### config.mk
export PLATFORM = sky130hd
export DESIGN_NAME = vmem_writer
export DESIGN_NICKNAME = d
export VERILOG_FILES = /design/src/rtl/vmem_writer.sv
export SDC_FILE = /design/constraint.sdc
export NUM_CORES = 1
export LEC_CHECK = 0
export BUFFER_PORTS_ARGS = -buffer_cell sky130_fd_sc_hd__buf_4
export CAP_MARGIN = 0
export CORE_AREA = 3 3 96 98
export DETAILED_ROUTE_END_ITERATION = 10
export DIE_AREA = 0 0 99 101
export PLACE_DENSITY = 0.75
export SLEW_MARGIN = 5
export SYNTH_ARGS = -nofsm -noshare
export SYNTH_HDL_FRONTEND = slang
export SYNTH_SLANG_ARGS = --single-unit
### constraint.sdc
create_clock -name clk -period 2.8 [get_ports clk]
set_clock_uncertainty 0.05 [all_clocks]
set_input_delay 0.28 -clock clk [delete_from_list [all_inputs] [get_ports clk]]
set_output_delay 0.28 -clock clk [all_outputs]
set_load 0.05 [all_outputs]
### src/rtl/vmem_writer.sv
// Frame-buffer write producer: turns a raster-ordered RGB pixel stream into
// one-cycle-latency memory writes, and can fill the whole frame with one colour.
module vmem_writer #(
  parameter int H_ACTIVE = 640,
  parameter int V_ACTIVE = 480
) (
  input  logic        clk,
  input  logic        rst,
  input  logic        s_valid,
  output logic        s_ready,
  input  logic [23:0] s_data,
  input  logic        s_sof,
  input  logic        clear_req,
  input  logic [23:0] clear_color,
  output logic        mem_we,
  output logic [18:0] mem_addr,
  output logic [23:0] mem_wdata,
  output logic        busy,
  output logic        frame_done,
  output logic        clear_done,
  output logic        sof_err
);

  localparam logic [1:0] S_IDLE   = 2'd0;
  localparam logic [1:0] S_STREAM = 2'd1;
  localparam logic [1:0] S_CLEAR  = 2'd2;

  localparam logic [9:0] X_LAST = 10'(H_ACTIVE - 1);
  localparam logic [8:0] Y_LAST = 9'(V_ACTIVE - 1);

  logic [1:0]  state;
  logic [9:0]  x;
  logic [8:0]  y;
  logic [23:0] fill_color;

  logic        accept;
  logic        clear_go;
  logic [9:0]  pos_x;
  logic [8:0]  pos_y;
  logic [9:0]  next_x;
  logic [8:0]  next_y;
  logic        last_x;
  logic        last_pix;

  assign s_ready  = (state != S_CLEAR) && !clear_req && !rst;
  assign accept   = s_valid && s_ready;
  assign clear_go = clear_req && (state != S_CLEAR);
  assign busy     = (state == S_CLEAR);

  // Position of the pixel written this cycle and where the raster goes next.
  // NOTE: every always_comb output gets a default first so no latch is inferred.
  always_comb begin
    pos_x = x;
    pos_y = y;
    if (clear_go || (accept && s_sof)) begin
      pos_x = '0;
      pos_y = '0;
    end
    last_x   = (pos_x == X_LAST);
    last_pix = last_x && (pos_y == Y_LAST);
    next_x   = last_x ? '0 : pos_x + 10'd1;
    next_y   = pos_y;
    if (last_pix)
      next_y = '0;
    else if (last_x)
      next_y = pos_y + 9'd1;
  end

  always_ff @(posedge clk) begin
    if (rst) begin
      state      <= S_IDLE;
      x          <= '0;
      y          <= '0;
      fill_color <= '0;
      mem_we     <= 1'b0;
      mem_addr   <= '0;
      mem_wdata  <= '0;
      frame_done <= 1'b0;
      clear_done <= 1'b0;
      sof_err    <= 1'b0;
    end else begin
      mem_we     <= 1'b0;
      frame_done <= 1'b0;
      clear_done <= 1'b0;
      sof_err    <= 1'b0;

      if (state == S_CLEAR) begin
        // clear_done is visible with the final write; leave CLEAR one cycle later.
        if (clear_done) begin
          state <= S_IDLE;
        end else begin
          mem_we     <= 1'b1;
          mem_addr   <= {pos_x, pos_y};
          mem_wdata  <= fill_color;
          x          <= next_x;
          y          <= next_y;
          clear_done <= last_pix;
        end
      end else if (clear_go) begin
        state      <= S_CLEAR;
        fill_color <= clear_color;
        mem_we     <= 1'b1;
        mem_addr   <= {pos_x, pos_y};
        mem_wdata  <= clear_color;
        x          <= next_x;
        y          <= next_y;
        clear_done <= last_pix;
      end else if (accept) begin
        mem_we     <= 1'b1;
        mem_addr   <= {pos_x, pos_y};
        mem_wdata  <= s_data;
        sof_err    <= s_sof && ((x != '0) || (y != '0));
        frame_done <= last_pix;
        x          <= next_x;
        y          <= next_y;
        state      <= last_pix ? S_IDLE : S_STREAM;
      end
    end
  end

endmodule

==> impl_metrics.json <==
{
  "outcome": "finished clean",
  "synth_top_area_share_pct": 43.9,
  "syn_inst": 532,
  "grt_remaining_overflow": 0,
  "async_flop_share_pct": 0,
  "start_util_pct": 49.0,
  "coreArea_mm2": 0.00855,
  "synth_edf_count": 0,
  "cp_top_family": "simple AND/OR/NAND/NOR gates",
  "avgSynthCellArea_um2": 7.88,
  "place.gp.congestion": 0.843,
  "synth.largest_area_cell": "dfxtp_1",
  "grt_pass1_wl_mm": 19.2,
  "yosys_warnings": 0,
  "dr.pass1.iters": 6,
  "setup_viol": 0,
  "viasPerCell": 5.75,
  "wl_per_cell_um": 15.8,
  "hold_path.class": "in2reg",
  "crit_buf_inv": 1,
  "cp-start-kind": "flip-flop",
  "ir_drop_mv": 0.301,
  "reg2reg_depth": 10,
  "syn2layout_area_growth_pct": 26.5,
  "cp.arrival_ns": 2.63,
  "post-cts-setup-buffers": 0,
  "worstPathMaxFanout": 11,
  "p_leak_nw": 2.21,
  "fmax_ghz": 0.402,
  "syn-num-nets": 587,
  "ys_top_cells_by_count": "nand2_1, dfxtp_1, a21oi_1",
  "final_layout_size_suffix_gt1_share_pct": 22.3,
  "netlist-cell-type-count": 49,
  "period_share_pct": 88.8,
  "setup_tns_ns": 0,
  "port-buffer-count": 101,
  "syn-cell-area_mm2": 0.00419,
  "cts-root-buf": "clkbuf_8",
  "antenna_found_initial": 0,
  "utilization_pct": 62.0,
  "drv_cap": 0,
  "grtUsageTotal_pct": 23.1,
  "drt_wl_total_mm": 11.5,
  "worst_pin_slew_ns": 0.952,
  "p_per_area_mw_per_mm2": 584,
  "ys_seq_area_share_pct": 43.9,
  "clk_path_buf_depth": 2,
  "holdPathStages": 3,
  "clk-insertion-delay-late_ns": 0.35,
  "timing.final.hold_violations": 0,
  "synth-seq-cells": 92,
  "critical_path_class": "reg2reg",
  "grt_max_degree": 94,
  "slowest_stage": "nor3_4",
  "rsz0062_at_grt": "false",
  "drt_iter0_drc": 297,
  "dieArea_mm2": 0.0100,
  "fp.dieW_um": 99,
  "synth.most_common_cell": "nand2_1",
  "place_hpwl_mm": 7.74,
  "critPathMaxStageDelay_ns": 0.39,
  "drc": 0,
  "layout.nets": 669,
  "io_pins": 102,
  "die_height_um": 101,
  "postRouteAntennaNets": 0,
  "slew_violations": 0,
  "htreeDepth": 3,
  "rows": 34,
  "cp-end-kind": "flip-flop",
  "n_antenna_cell": 0,
  "grt_pass1_vias": 4077,
  "min_period_ns": 2.49,
  "yosys-top-cells-area": "dfxtp_1, nand2_1, a21oi_1",
  "vias": 4171,
  "cts_tree": "done",
  "max_slew_margin_pct": 36.5,
  "worstPathCellList": "nand2b_2 -> o21ai_1 -> and2_1 -> ha_1 -> nand4_1 -> nor3_4 -> buf_4 -> nor2_1 -> o21ai_0 -> a21oi_1",
  "synth_ff_type": "dfxtp_1",
  "worst-path-stages": 10,
  "clk_pin_slew_ns": 0.09,
  "clock-sinks": 92,
  "cp.required_ns": 2.94,
  "cts_buffers": 9
}
==> metrics by stage <==
stage,hold slack [ns],instances,area [µm²],total power [W],worst slack [ns]
final,0.128,726,5310,0.00310,0.314
after global routing,0.124,726,5310,0.00322,0.0254
after CTS,0.122,726,5300,0.00311,0.246
after detailed placement,0.395,711,5040,0.00199,0.0265
after global placement,0.389,711,5040,0.00198,0.107
after floorplan,0.366,532,4190,0.00179,0.288
==> worst paths after layout <==
check                                     from            end  slack, ns
worst max-delay path                  state[0]           y[0]       0.31
worst min-delay path            clear_color[6]  fill_color[6]       0.13
worst max register to register        state[0]           y[0]       0.31
worst min register to register     mem_addr[2]    mem_addr[2]       0.40
==> cells in the final DEF, fill, tap and decap left out, types with 3 or more instances in the layout <==
cell type,instances
a21oi_1,83
a31oi_1,4
and3_1,3
buf_4,115
bufinv_16,4
clkbuf_8,9
dfxtp_1,92
inv_1,7
mux2i_1,25
nand2_1,137
nand3_1,23
nand4_1,7
nand4b_1,4
nor2_1,13
nor3_1,5
nor4_1,8
o211ai_1,24
o21ai_0,9
or3_1,4
==> logic make-up after synthesis <==
logic type	synth area share [%]
flip-flops	43.9
buffers and inverters	5.04
AO/OA/AOI/OAI	19.8
adder cells (fa/ha/maj)	0.597
AND/OR/NAND/NOR	24.7
multiplexers	5.97
==> registers in the layout, summed over array words and instances, names as in the netlist <==
register and flops:
clear_done 1, fill_color 24, frame_done 1, mem_addr 19, mem_wdata 24, mem_we 1
sof_err 1, state 2, x 10, y 9
==> worst min-delay path, cell delays in order <==
cell,delay (ns)
buf_4,0.11
nand2_1,0.05
a21oi_1,0.05
==> layer usage <==
layer / vias up / wire (µm) / global-route usage, %
met1: 1954 / 4890 / 29.7
met2: 153 / 5640 / 39.1
li1: 2043 / - / -
met3: 21 / 785 / 4.50
met5: - / 0 / 0
met4: 0 / 165 / 7.04
==> area by class of cell <==
cell class	count	area, µm²
clock buffers	10	128
clock inverters	5	125
repair buffers	116	883
fillers	774	3250
well taps	108	135
flip-flops and latches	92	1840
multi-input cells	388	2170
inverters	7	26.3
==> power breakdown <==
group          switching [W]  total [W]  internal [W]
logic               0.000360   0.000558      0.000198
clock network       0.000455    0.00113      0.000678
registers          0.0000379    0.00141       0.00137
total               0.000852    0.00310       0.00224
==> timing repair <==
| action | in CTS | in global routing |
|---|---|---|
| gates resized for setup | 0 | 1 |
| hold buffers | 0 | 0 |
| endpoints found under the hold margin | 0 | 0 |
| setup endpoints to repair | 0 | 3 |
(Power assumes the default switching activity.)
